<file path="config.mk">
export PLATFORM = sky130hd
export DESIGN_NAME = spi_setpoint_rx
export DESIGN_NICKNAME = d
export VERILOG_FILES = /design/src/rtl/spi_rx_pkg.sv /design/src/rtl/spi_setpoint_rx_sync_edge.sv /design/src/rtl/spi_setpoint_rx.sv
export SDC_FILE = /design/constraint.sdc
export NUM_CORES = 1
export LEC_CHECK = 0
export CAP_MARGIN = 20
export CORE_UTILIZATION = 54
export CTS_CLUSTER_SIZE = 16
export DETAILED_ROUTE_END_ITERATION = 8
export PLACE_DENSITY = 0.82
export SYNTH_ARGS = -nofsm -noshare
export SYNTH_HDL_FRONTEND = slang
export SYNTH_SLANG_ARGS = --single-unit
</file>
<file path="constraint.sdc">
create_clock -name clk -period 3.3 [get_ports clk]
set_input_delay 0.99 -clock clk [delete_from_list [all_inputs] [get_ports clk]]
set_output_delay 0.99 -clock clk [all_outputs]
set_load 0.05 [all_outputs]
</file>
<file path="src/rtl/spi_rx_pkg.sv">
// spi_rx_pkg: shared frame layout, FSM states and helpers for spi_setpoint_rx.
package spi_rx_pkg;
    localparam int HDR_W   = 8;
    localparam int REL_BIT = 7;
    localparam int RSV_BIT = 6;
    localparam int CH_MSB  = 5;
    localparam logic [7:0] DEF_MARKER = 8'hA5;

    typedef enum logic [1:0] {IDLE, ACTIVE, COMMIT} state_t;

    function automatic logic [7:0] sat_inc8(input logic [7:0] v);
        return (v == 8'hFF) ? v : v + 8'd1;
    endfunction
endpackage

</file>
<file path="src/rtl/spi_setpoint_rx_sync_edge.sv">
// sync_edge: multi-flop synchroniser with one-clk rise/fall pulses on the synchronised value.
module sync_edge #(
    parameter int   SYNC_STAGES = 2,
    parameter logic RST_VAL     = 1'b0
) (
    input  logic clk,
    input  logic rst,
    input  logic async,
    output logic sync,
    output logic rise,
    output logic fall
);
    logic [SYNC_STAGES-1:0] q;
    logic                   prev;

    // Reset to the line's idle level so releasing reset does not fake an edge.
    always_ff @(posedge clk or negedge rst) begin
        if (!rst) begin
            q    <= {SYNC_STAGES{RST_VAL}};
            prev <= RST_VAL;
        end else begin
            q    <= {q[SYNC_STAGES-2:0], async};
            prev <= q[SYNC_STAGES-1];
        end
    end

    assign sync = q[SYNC_STAGES-1];
    assign rise = sync & ~prev;
    assign fall = ~sync & prev;
endmodule

</file>
<file path="src/rtl/spi_setpoint_rx.sv">
// spi_setpoint_rx: oversampled SPI mode-0 slave writing absolute/relative setpoints
// into NUM_CH channel registers and returning a position snapshot on sdo.
module spi_setpoint_rx
    import spi_rx_pkg::*;
#(
    parameter int         DATA_W      = 16,
    parameter int         NUM_CH      = 4,
    parameter int         SYNC_STAGES = 2,
    parameter logic [7:0] MARKER      = DEF_MARKER
) (
    input  logic                     clk,
    input  logic                     rst,
    input  logic                     sck,
    input  logic                     sdi,
    output logic                     sdo,
    input  logic                     nss,
    input  logic signed [DATA_W-1:0] position,
    output logic [NUM_CH*DATA_W-1:0] ch_val,
    output logic                     upd,
    output logic [5:0]               upd_ch,
    output logic                     frame_err,
    output logic [7:0]               err_cnt,
    output logic                     busy
);
    localparam int FRAME_W = HDR_W + DATA_W;
    localparam int CNT_W   = $clog2(FRAME_W + 2);
    localparam logic [CNT_W-1:0] CNT_FULL = CNT_W'(FRAME_W);
    localparam logic [CNT_W-1:0] CNT_MAX  = CNT_W'(FRAME_W + 1);

    logic                   sck_s, sck_rise, sck_fall;
    logic                   nss_s, nss_rise, nss_fall;
    logic [SYNC_STAGES-1:0] sdi_q;
    logic                   sdi_s;
    state_t                 state;
    logic [FRAME_W-1:0]     sr, tx;
    logic [CNT_W-1:0]       cnt;
    logic [DATA_W-1:0]      snap;
    logic [DATA_W-1:0]      regs [NUM_CH];
    logic [HDR_W-1:0]       hdr;
    logic [DATA_W-1:0]      data;
    logic [5:0]             ch;
    logic                   ok;

    sync_edge #(.SYNC_STAGES(SYNC_STAGES), .RST_VAL(1'b0)) u_sck (
        .clk(clk), .rst(rst), .async(sck), .sync(sck_s), .rise(sck_rise), .fall(sck_fall)
    );

    sync_edge #(.SYNC_STAGES(SYNC_STAGES), .RST_VAL(1'b1)) u_nss (
        .clk(clk), .rst(rst), .async(nss), .sync(nss_s), .rise(nss_rise), .fall(nss_fall)
    );

    always_ff @(posedge clk or negedge rst) begin
        if (!rst) sdi_q <= '0;
        else      sdi_q <= {sdi_q[SYNC_STAGES-2:0], sdi};
    end

    assign sdi_s = sdi_q[SYNC_STAGES-1];
    assign hdr   = sr[FRAME_W-1 -: HDR_W];
    assign data  = sr[DATA_W-1:0];
    assign ch    = hdr[CH_MSB:0];
    assign ok    = (cnt == CNT_FULL) && (int'(ch) < NUM_CH) && !hdr[RSV_BIT];

    always_ff @(posedge clk or negedge rst) begin
        if (!rst) begin
            state     <= IDLE;
            sr        <= '0;
            tx        <= '0;
            cnt       <= '0;
            snap      <= '0;
            sdo       <= 1'b0;
            busy      <= 1'b0;
            upd       <= 1'b0;
            upd_ch    <= '0;
            frame_err <= 1'b0;
            err_cnt   <= '0;
            for (int k = 0; k < NUM_CH; k++) regs[k] <= '0;
        end else begin
            upd       <= 1'b0;
            frame_err <= 1'b0;
            case (state)
                IDLE: begin
                    if (nss_fall) begin
                        state <= ACTIVE;
                        snap  <= position;
                        cnt   <= '0;
                        busy  <= 1'b1;
                        sdo   <= MARKER[7];
                        tx    <= {MARKER[6:0], position, 1'b0};
                    end
                end
                ACTIVE: begin
                    if (sck_rise) begin
                        sr  <= {sr[FRAME_W-2:0], sdi_s};
                        cnt <= (cnt == CNT_MAX) ? cnt : cnt + 1'b1;
                    end
                    if (sck_fall) begin
                        sdo <= tx[FRAME_W-1];
                        tx  <= tx << 1;
                    end
                    // A coincident sck_rise is absorbed above before COMMIT looks at the count.
                    if (nss_rise) begin
                        state <= COMMIT;
                        sdo   <= 1'b0;
                    end
                end
                COMMIT: begin
                    state     <= IDLE;
                    busy      <= 1'b0;
                    upd       <= ok;
                    frame_err <= !ok;
                    if (ok) upd_ch  <= ch;
                    else    err_cnt <= sat_inc8(err_cnt);
                    for (int k = 0; k < NUM_CH; k++)
                        if (ok && int'(ch) == k) regs[k] <= hdr[REL_BIT] ? snap - data : data;
                end
                default: state <= IDLE;
            endcase
        end
    end

    for (genvar g = 0; g < NUM_CH; g++) begin : g_out
        assign ch_val[g*DATA_W +: DATA_W] = regs[g];
    end

    logic unused;
    assign unused = sck_s ^ nss_s;
endmodule

</file>
# After elaboration in Yosys (flattened, before gate mapping)
# Cells that the tools add are included.
dict set report op_classes {
  add_sub_neg 3
  order_cmp 1
  n_eq_ne 14
  mux 18
  bitwise 10
  n_reduce_logical 25
}
# op count
set op_table {}
lappend op_table {{2-to-1 mux 24 bit} 2}
lappend op_table {{one-hot mux 24 bit (2 select lines)} 1}
lappend op_table {{AND reduction 2 bit} 9}
lappend op_table {{2-to-1 mux 16 bit} 1}
lappend op_table {{subtractor 16 bit} 1}
lappend op_table {{2-to-1 mux 5 bit} 3}
lappend op_table {{equality test 6 x 3 -> 1 bit (second input constant)} 2}
lappend op_table {{equality test 5 bit (second input constant)} 2}
lappend op_table {{!= test 2 bit (second input constant)} 5}
lappend op_table {{one-hot mux 5 bit (2 select lines)} 1}
lappend op_table {{AND reduction 3 bit} 3}
lappend op_table {{adder 8 x 1 -> 8 bit (second input constant)} 1}
lappend op_table {{equality test 8 bit (second input constant)} 1}
lappend op_table {{equality test 6 x 2 -> 1 bit (second input constant)} 1}
lappend op_table {{logical AND 1 bit} 6}
lappend op_table {{logical NOT 6 bit} 1}
lappend op_table {{less-than comparator 6 x 3 -> 1 bit (second input constant)} 1}
lappend op_table {{inverter 1 bit} 6}
lappend op_table {{adder 5 x 1 -> 5 bit (second input constant)} 1}
lappend op_table {{2-to-1 mux 1 bit} 5}
lappend op_table {{AND 1 bit} 4}
lappend op_table {{2-to-1 mux 2 bit} 2}
lappend op_table {{one-hot mux 1 bit (2 select lines)} 2}
lappend op_table {{one-hot mux 2 bit (2 select lines)} 1}
lappend op_table {{7 further kinds} 9}
dict set report totals {
  ff_bits 161
  in_bits 21
  elab_cells 91
}

# Logic depth before layout (Yosys ltp)
dict set report depth {
  word_depth 5
  mapped_depth 11
  ltp_nobuf 11
}

# Cells and area by module
# A second synthesis with hierarchy kept.
dict set report hier_totals {
  hier_cells 678
  area_unflattened_um2 6947.9
}
# mod instances cells_each area_each_um2
set modules_own_cells {}
lappend modules_own_cells {spi_setpoint_rx 1 668 6764.0}
lappend modules_own_cells {{sync_edge (u_nss)} 1 5 93.8}
lappend modules_own_cells {{sync_edge (u_sck)} 1 5 90.1}

# Worst setup path before layout
# OpenSTA, ideal clock, no wires.
dict set report synth_timing {
  path_type {reg-to-reg}
  startpoint {reg sr[6]}
  endpoint {reg regs (netlist bit ch_val[31])}
  setup_time_ns 0.131
  arrival_time_ns 2.271
  required_ns 3.169
  setup_slack_ns 0.897
  stages_incl_launch_ff 11
  n_path_buf 0
  cell_sequence {dfrtp_1 inv_1 ha_1 a211oi_2 nor2_1 or3_1 o221a_4 a311o_1 o311a_2 xor2_2 o21ai_1}
}
dict set report synth_via {
  elab_chain_cells 2
}
# element line_no
set synth_lines {}
lappend synth_lines {{start: declaration} spi_setpoint_rx.sv:35} ;# logic [FRAME_W-1:0] sr, tx;
lappend synth_lines {{start signal: assignment} spi_setpoint_rx.sv:93} ;# sr <= {sr[FRAME_W-2:0], sdi_s};
lappend synth_lines {{subtractor 16 bit} spi_setpoint_rx.sv:114} ;# if (ok && int'(ch) == k) regs[k] <= hdr[REL_BIT] ? snap - data : data;
lappend synth_lines {{2-to-1 mux 16 bit} spi_setpoint_rx.sv:114}
lappend synth_lines {{end: declaration} spi_setpoint_rx.sv:38} ;# logic [DATA_W-1:0] regs [NUM_CH];
# No other way between the ends.
# A chain may end at the register's enable or synchronous reset.

# Worst setup path after layout
dict set report layout_timing {
  startpoint {reg sr[20]}
  endpoint {reg regs (netlist bit ch_val[21])}
}
dict set report layout_via {
  elab_chain_cells 5
  elab_cells_between_ends 6
  cone_classes {order compare: 1; eq/ne: 1; reduce/logical: 4}
}
# element line_no
set layout_lines {}
lappend layout_lines {{less-than comparator 6 x 3 -> 1 bit} spi_setpoint_rx.sv:61} ;# assign ok = (cnt == CNT_FULL) && (int'(ch) < NUM_CH) && !hdr[RSV_BIT];
lappend layout_lines {{logical AND 1 bit (2 in series)} spi_setpoint_rx.sv:61}
lappend layout_lines {{logical AND 1 bit (*)} spi_setpoint_rx.sv:114}
lappend layout_lines {{AND reduction 2 bit (no line) (*)} n/a}
# Mark *: on every way between the ends. The rest lies on a longest branch, timed or not.

==> report_table.html <==
<table>
<tr><th>Metric</th><th>Value</th></tr>
<tr><th colspan="2">Synth</th></tr>
<tr><td>Post-Synthesis Net Count</td><td>690</td></tr>
<tr><td>EDFF count, synth</td><td>0</td></tr>
<tr><td>Flip-flop and latch count after synthesis</td><td>160</td></tr>
<tr><td>Async set-reset flop share out of synthesis</td><td>1.000</td></tr>
<tr><td>Post-synthesis instance area</td><td>6895 um^2</td></tr>
<tr><td>Syn Inst Count</td><td>649</td></tr>
<tr><td>Synth Area in Compound Gates</td><td>0.1292</td></tr>
<tr><td>Basic-gate share of the synthesized area counting and, or, nand and nor cells</td><td>0.1336</td></tr>
<tr><td>Average footprint of a synthesized cell</td><td>10.62 um^2</td></tr>
<tr><td>Sequential area share after synthesis</td><td>0.5812</td></tr>
<tr><td>Fraction of synthesized cell area in xor and xnor cells</td><td>0.02776</td></tr>
<tr><td>Adder and majority cell fraction of the synthesized area</td><td>0.03738</td></tr>
<tr><td>Largest family of logic cells by synthesized area</td><td>simple AND/OR/NAND/NOR gates</td></tr>
<tr><td>Library cells used by synthesis</td><td>58</td></tr>
<tr><td>Top cell type by total area after synthesis</td><td>sky130_fd_sc_hd__dfrtp_1</td></tr>
<tr><td>Top cells by area, synth</td><td>sky130_fd_sc_hd__dfrtp_1 (57%), sky130_fd_sc_hd__nand2_1 (6.6%), sky130_fd_sc_hd__o21ai_0 (5.1%), sky130_fd_sc_hd__mux2_2 (4.2%), sky130_fd_sc_hd__ha_1 (3.4%)</td></tr>
<tr><td>Ys flop type</td><td>sky130_fd_sc_hd__dfrtp_1</td></tr>
<tr><td>Number of warnings issued by yosys</td><td>0</td></tr>
<tr><td>Mux contribution to synthesized area</td><td>0.06169</td></tr>
<tr><td>Synth top area share</td><td>0.5698</td></tr>
<tr><th colspan="2">Floorplan</th></tr>
<tr><td>Number of placement rows</td><td>40</td></tr>
<tr><td>Area enclosed by the die boundary</td><td>13,230 um^2</td></tr>
<tr><td>Placeable Area</td><td>12,210 um^2</td></tr>
<tr><td>Vertical die dimension</td><td>115 um</td></tr>
<tr><td>I/O pins</td><td>103</td></tr>
<tr><td>Initial standard-cell utilization of the core</td><td>0.5647</td></tr>
<tr><td>Floorplan die width</td><td>115 um</td></tr>
<tr><th colspan="2">Power</th></tr>
<tr><td>Switching power as a share of total power</td><td>0.3014</td></tr>
<tr><td>Power Internal</td><td>4.118 mW</td></tr>
<tr><td>Leakage component of the power</td><td>3.820 nW</td></tr>
<tr><td>Power share of the combinational group</td><td>0.235</td></tr>
<tr><td>Power per cell area</td><td>674.0 nW/um^2</td></tr>
<tr><td>Power dissipated by switching net loads</td><td>1.777 mW</td></tr>
<tr><td>Share of total power in sequential cells</td><td>0.404</td></tr>
<tr><td>Proportion of power drawn by the clock network</td><td>0.360</td></tr>
<tr><td>Worst vdd rail ir drop</td><td>0.4626 mV</td></tr>
<tr><th colspan="2">Drt</th></tr>
<tr><td>Wire per inst</td><td>16.73 um</td></tr>
<tr><td>DRT iter0 DRCs</td><td>391</td></tr>
<tr><td>Detailed-route vias per instance</td><td>5.648</td></tr>
<tr><td>Drt first pass iters</td><td>5</td></tr>
<tr><td>Total vias in the final route</td><td>5,253</td></tr>
<tr><td>DRC violations left</td><td>0</td></tr>
<tr><td>DRT antenna net count</td><td>0</td></tr>
<tr><td>Total Wirelength</td><td>15,560 um</td></tr>
<tr><th colspan="2">STA</th></tr>
<tr><td>Worst-case headroom to the max-slew limit</td><td>0.2862</td></tr>
<tr><td>Final worst setup slack</td><td>0.5956 ns</td></tr>
<tr><td>Post-route minimum period</td><td>2.704 ns</td></tr>
<tr><td>Transition at the pin with the smallest max-transition slack</td><td>1.069 ns</td></tr>
<tr><td>Pins Over Slew Limit</td><td>0</td></tr>
<tr><td>Sum of negative setup slack</td><td>0 ns</td></tr>
<tr><td>Period utilization</td><td>0.8195</td></tr>
<tr><td>RSZ-0062 raised after global routing</td><td>no</td></tr>
<tr><td>Clock tree skew after final layout</td><td>0.01136 ns</td></tr>
<tr><td>Final setup fails</td><td>0</td></tr>
<tr><td>Maximum operating frequency</td><td>369.8 MHz</td></tr>
<tr><td>Hold violation total from the final report</td><td>0</td></tr>
<tr><th colspan="2">Clocking</th></tr>
<tr><td>Hold buffer count at CTS</td><td>0</td></tr>
<tr><td>Number of buffers created by CTS</td><td>17</td></tr>
<tr><td>Cell at the root of the clock tree</td><td>sky130_fd_sc_hd__clkbuf_16</td></tr>
<tr><td>Clock tree buffer depth</td><td>2</td></tr>
<tr><td>Post CTS Setup Buffer Count</td><td>0</td></tr>
<tr><td>PostCTS Resize Cnt</td><td>0</td></tr>
<tr><td>Clock latency at the later pin of the worst-skew pair</td><td>0.43 ns</td></tr>
<tr><td>Number of H-tree levels</td><td>4</td></tr>
<tr><td>Clock-pin slew on the worst setup and hold paths</td><td>0.06 ns</td></tr>
<tr><td>CTS sink cnt</td><td>160</td></tr>
<tr><td>Clock tree from TritonCTS</td><td>yes</td></tr>
<tr><th colspan="2">Placed design</th></tr>
<tr><td>Cell count after placement</td><td>899</td></tr>
<tr><td>Worst slack at placement</td><td>0.6565 ns</td></tr>
<tr><td>Final HPWL from detailed placement</td><td>10,800 um</td></tr>
<tr><td>Input/output buffers</td><td>102</td></tr>
<tr><td>Routability congestion estimate from global placement</td><td>0.8779</td></tr>
<tr><th colspan="2">Final layout</th></tr>
<tr><td>Area growth from synthesis to final layout</td><td>26.82%</td></tr>
<tr><td>Antenna cell count</td><td>0</td></tr>
<tr><td>Layout cells sized above 1</td><td>0.1102</td></tr>
<tr><td>Net count of the finished layout</td><td>791</td></tr>
<tr><td>Final standard cell utilization of the core</td><td>0.7161</td></tr>
<tr><td>Final Instance Count excl. Fillers</td><td>930</td></tr>
<tr><th colspan="2">Critical path</th></tr>
<tr><td>Category of the worst setup path launch point</td><td>register</td></tr>
<tr><td>CP cell instances</td><td>nor4_1 &gt; and4b_1 &gt; nand3b_1 &gt; nor2_1 &gt; nand2_1 &gt; nand2_1 &gt; o21ai_0</td></tr>
<tr><td>Dominant cell type by count on the critical path</td><td>sky130_fd_sc_hd__nand2_1</td></tr>
<tr><td>Critical-path top delay cell</td><td>sky130_fd_sc_hd__nand2_1</td></tr>
<tr><td>Critical Path Sink Type</td><td>register</td></tr>
<tr><td>Worst EP required</td><td>3.56 ns</td></tr>
<tr><td>Critical setup path kind</td><td>register to register</td></tr>
<tr><td>Maximum fanout count along the critical path</td><td>32</td></tr>
<tr><td>Critical Path Max Stage Delay</td><td>0.57 ns</td></tr>
<tr><td>Critical path data arrival time</td><td>2.96 ns</td></tr>
<tr><th colspan="2">Worst hold path</th></tr>
<tr><td>Class of the tightest hold or removal check</td><td>register to register</td></tr>
<tr><th colspan="2">Flow run</th></tr>
<tr><td>Max-Cap Viols</td><td>0</td></tr>
<tr><th colspan="2">GRT</th></tr>
<tr><td>Antenna violations before repair</td><td>0</td></tr>
<tr><td>Overflow after GRT</td><td>0</td></tr>
<tr><td>Vias in the first global route</td><td>5,174</td></tr>
<tr><td>Global-route wire length before repair</td><td>25,630 um</td></tr>
<tr><td>Tot GR Track Use</td><td>0.2556</td></tr>
<tr><td>Pin count of the biggest net entering global routing</td><td>64</td></tr>
<tr><th colspan="2">Status</th></tr>
<tr><td>Outcome</td><td>finished clean</td></tr>
</table>
## stage by stage
| step | power (mW) | hold slack, ns | area [um^2] |
|---|---|---|---|
| after CTS | 5.903 | 0.3561 | 8745 |
| final | 5.894 | 0.3551 | 8745 |
| after floorplan | 3.384 | 0.3312 | 6895 |
| after global routing | 6.176 | 0.3633 | 8745 |
| after global placement | 3.689 | 0.3343 | 8103 |
| after detailed placement | 3.774 | 0.3355 | 8103 |
## sequential cells by signal, indices dropped and copies added, names as in the netlist, 2 cells and up
| signal | count |
|---|---|
| ch_val | 64 |
| sr | 24 |
| tx | 23 |
| snap | 16 |
| err_cnt | 8 |
| upd_ch | 6 |
| cnt | 5 |
| sdi_q | 2 |
| state | 2 |
| u_nss.q | 2 |
| u_sck.q | 2 |
## layout by cell type, fill, tap and decap left out, types with 3 or more instances in the layout
cell                              count
sky130_fd_sc_hd__dfstp_2              3
sky130_fd_sc_hd__clkbuf_16           17
sky130_fd_sc_hd__buf_4                7
sky130_fd_sc_hd__bufinv_16            5
sky130_fd_sc_hd__inv_1               24
sky130_fd_sc_hd__and2_1               5
sky130_fd_sc_hd__xnor2_1             12
sky130_fd_sc_hd__a22o_1               5
sky130_fd_sc_hd__mux2_2              26
sky130_fd_sc_hd__clkdlybuf4s50_1    101
sky130_fd_sc_hd__a21o_1               5
sky130_fd_sc_hd__nand2_1            122
sky130_fd_sc_hd__o22a_1               3
sky130_fd_sc_hd__nand4_1              6
sky130_fd_sc_hd__nor2b_1              4
sky130_fd_sc_hd__nor2_1              46
sky130_fd_sc_hd__dfrtp_1            157
sky130_fd_sc_hd__nor3_1               3
sky130_fd_sc_hd__o21ai_1              5
sky130_fd_sc_hd__mux2i_1             11
sky130_fd_sc_hd__clkinv_4             3
sky130_fd_sc_hd__or3_1                5
sky130_fd_sc_hd__nand3_1              6
sky130_fd_sc_hd__clkinvlp_4           4
sky130_fd_sc_hd__xor2_1               8
sky130_fd_sc_hd__ha_1                19
sky130_fd_sc_hd__or2_2                3
sky130_fd_sc_hd__nand2b_1             4
sky130_fd_sc_hd__a31oi_1             19
sky130_fd_sc_hd__a21oi_1             17
sky130_fd_sc_hd__o21ai_0             70
## final cells by class
cell class              instances  area [um^2]
clock buffers                  17        425.4
clock inverters                14        216.5
fillers                       871         3467
inverters                      24        90.09
multi-input cells             437         2700
flip-flops and latches        160         4008
well taps                     168        210.2
repair buffers                110         1095
## final timing paths
path / end / cells past startpoint / slack [ns] / from
worst max-delay path: ch_val[21] / 7 / 0.60 / sr[20]
worst max register to register: ch_val[21] / 7 / 0.60 / sr[20]
worst min-delay path: u_nss.q[1] / 0 / 0.36 / u_nss.q[0]
max in group asynchronous: tx[11] / 2 / 1.99 / rst
worst min register to register: u_nss.q[1] / 0 / 0.36 / u_nss.q[0]
min in group asynchronous: ch_val[62] / 1 / 0.54 / rst
## synthesized netlist by cell type (all sizes together), types with 3 or more instances
cell type  count
nor2          46
xor2           9
o21ai         76
nor2b          4
nand2        122
or3            5
inv           24
nand2b         4
a21o           6
xnor2         12
dfstp          3
ha            19
buf            8
nand4          6
o22a           3
a22o           5
nor3           3
mux2i         12
or2            3
mux2          26
nand3          6
a21oi         18
a31oi         19
and2           5
clkbuf        20
dfrtp        157
## routing by layer
layer / share of wire / GRT usage / vias to the layer above
met5: 0 / 0 / -
met4: 0.021 / 0.1065 / 0
met2: 0.49 / 0.4112 / 197
li1: - / - / 2424
met3: 0.054 / 0.04902 / 25
met1: 0.44 / 0.3432 / 2607
## cell families after synthesis
| kind of cell | Yosys count |
|---|---|
| buf+inv | 52 |
| fa+ha+maj | 20 |
| simple gates | 213 |
| xor+xnor | 21 |
| compound gates | 145 |
| flops | 160 |
| mux | 38 |
## critical path: cells and delay by family (launching register included)
kind | cells | cell delay, ns
flops | 1 | 0.39
compound gates | 1 | 0.13
simple gates | 6 | 2.00
## power groups by stage
stage | combinational [mW] | clock, mW | sequential, mW
global route | 1.53 | 2.23 | 2.41
floorplan | 0.932 | 0 | 2.45
CTS | 1.38 | 2.14 | 2.38
detailed placement | 1.36 | 0 | 2.41
finish | 1.39 | 2.12 | 2.38
global placement | 1.30 | 0 | 2.39
No activity file was read; power rests on OpenSTA's default activity.
==> RTL edit (same flow settings) <==
The 3 states of `state_t` get a one-hot encoding in 3 bits.
--- a/src/rtl/spi_rx_pkg.sv
+++ b/src/rtl/spi_rx_pkg.sv
@@ -8,3 +8,3 @@
 
-    typedef enum logic [1:0] {IDLE, ACTIVE, COMMIT} state_t;
+    typedef enum logic [2:0] {IDLE = 3'b001, ACTIVE = 3'b010, COMMIT = 3'b100} state_t;
 
Check against the original RTL: same outputs for any inputs over 10 cycles, from zero or initial values and one cycle with rst low; not proved beyond that.
==> RTL edit against the unedited design <==
- setup slack worse by 0.014 ns
- hold slack worse by 0.0037 ns
- synthesized area up 4.5%
- design area up 3.0%
- clock skew down 0.0050 ns
- sequential cell count up 1
- routed wire length up 1.2%
Power is not compared: it rests on default switching activity, and its combinational part moved more than twofold at a synthesized area within 25%.
==> RTL edit: results (changes against the unedited design) <==
[outcome]
status = completed

[grt]
track_usage = 0.2462  ; -0.009362
grt_max_degree = 87  ; +36%
grtUsageMet2 = 0.3850  ; -0.02626
grt_pass1_wl_mm = 26.89  ; +4.9%
grt_pass1_vias = 5293  ; +2.3%

[final_layout]
design.seq.count = 161  ; +0.63%
nNonClkInverters = 25  ; +4.2%
signal_buffers = 111  ; +0.91%
clock_area_frac = 0.06990  ; -0.003501
fillers = 929  ; +6.7%
nClkBuffers = 19  ; +2
multi_input_area_share = 0.3234  ; +0.01460
seqCellArea_um2 = 4034  ; +0.66%

[detailed_routing]
wl_per_cell_um = 15.84  ; -5.3%
wl_met1_mm = 7.202  ; +5.2%
route.met3.wl_um = 885  ; +5.2%
via_per_inst = 5.548  ; -1.8%
wirelength_mm = 15.74  ; +1.2%

[place]
gp_congestion = 0.9327  ; +6.2%
post-place-ws_ns = 0.7295  ; +0.07303 ns
dp.cells = 962  ; +7.0%

[hold_path]
hp-start = sdi_q[0]

[sta]
max_slew_margin = 0.3808  ; +0.09462

[setup_path]
cp_top_family = compound AO/OA/AOI/OAI gates
slowest_stage = a41oi_1
arrival_ns = 3.00  ; +0.04 ns
crit_fanout = 5  ; -84%
critPathLaunch = sr[2]

[synthesis]
syn-num-nets = 750  ; +8.7%
synthTopCellsByArea = dfrtp_1, nand2_1, o21ai_0
synthesis.area_um2 = 7206  ; +4.5%

==> RTL edit: cells by family after synthesis <==
logic type / Yosys count / share of synthesized area
AND/OR/NAND/NOR: 268 / 0.1696
flip-flops: 161 / 0.5598
AO/OA/AOI/OAI: 154 / 0.1283
buffers and inverters: 55 / 0.03681
multiplexers: 34 / 0.04897
adder cells (fa/ha/maj): 20 / 0.03577
XOR/XNOR: 17 / 0.02066
==> RTL edit: worst reg2reg max path, cell delays in order, from the launching register on <==
cell and delay [ns]:
dfrtp_1 0.36, inv_1 0.06, ha_1 0.36, nor2b_1 0.16, o21a_1 0.18, o211a_1 0.25, o21ai_0 0.37, o2111ai_1 0.15
a41oi_1 0.51, o21ai_0 0.17
==> RTL edit: worst paths after layout <==
path	to	slack (ns)	cells after the start
setup reg to reg	ch_val[42]	0.58	9
setup / recovery	ch_val[42]	0.58	9
max in group asynchronous	u_nss.q[0]	1.92	2
hold / removal	sdi_q[1]	0.35	0
min in group asynchronous	ch_val[59]	0.62	1
hold reg to reg	sdi_q[1]	0.35	0
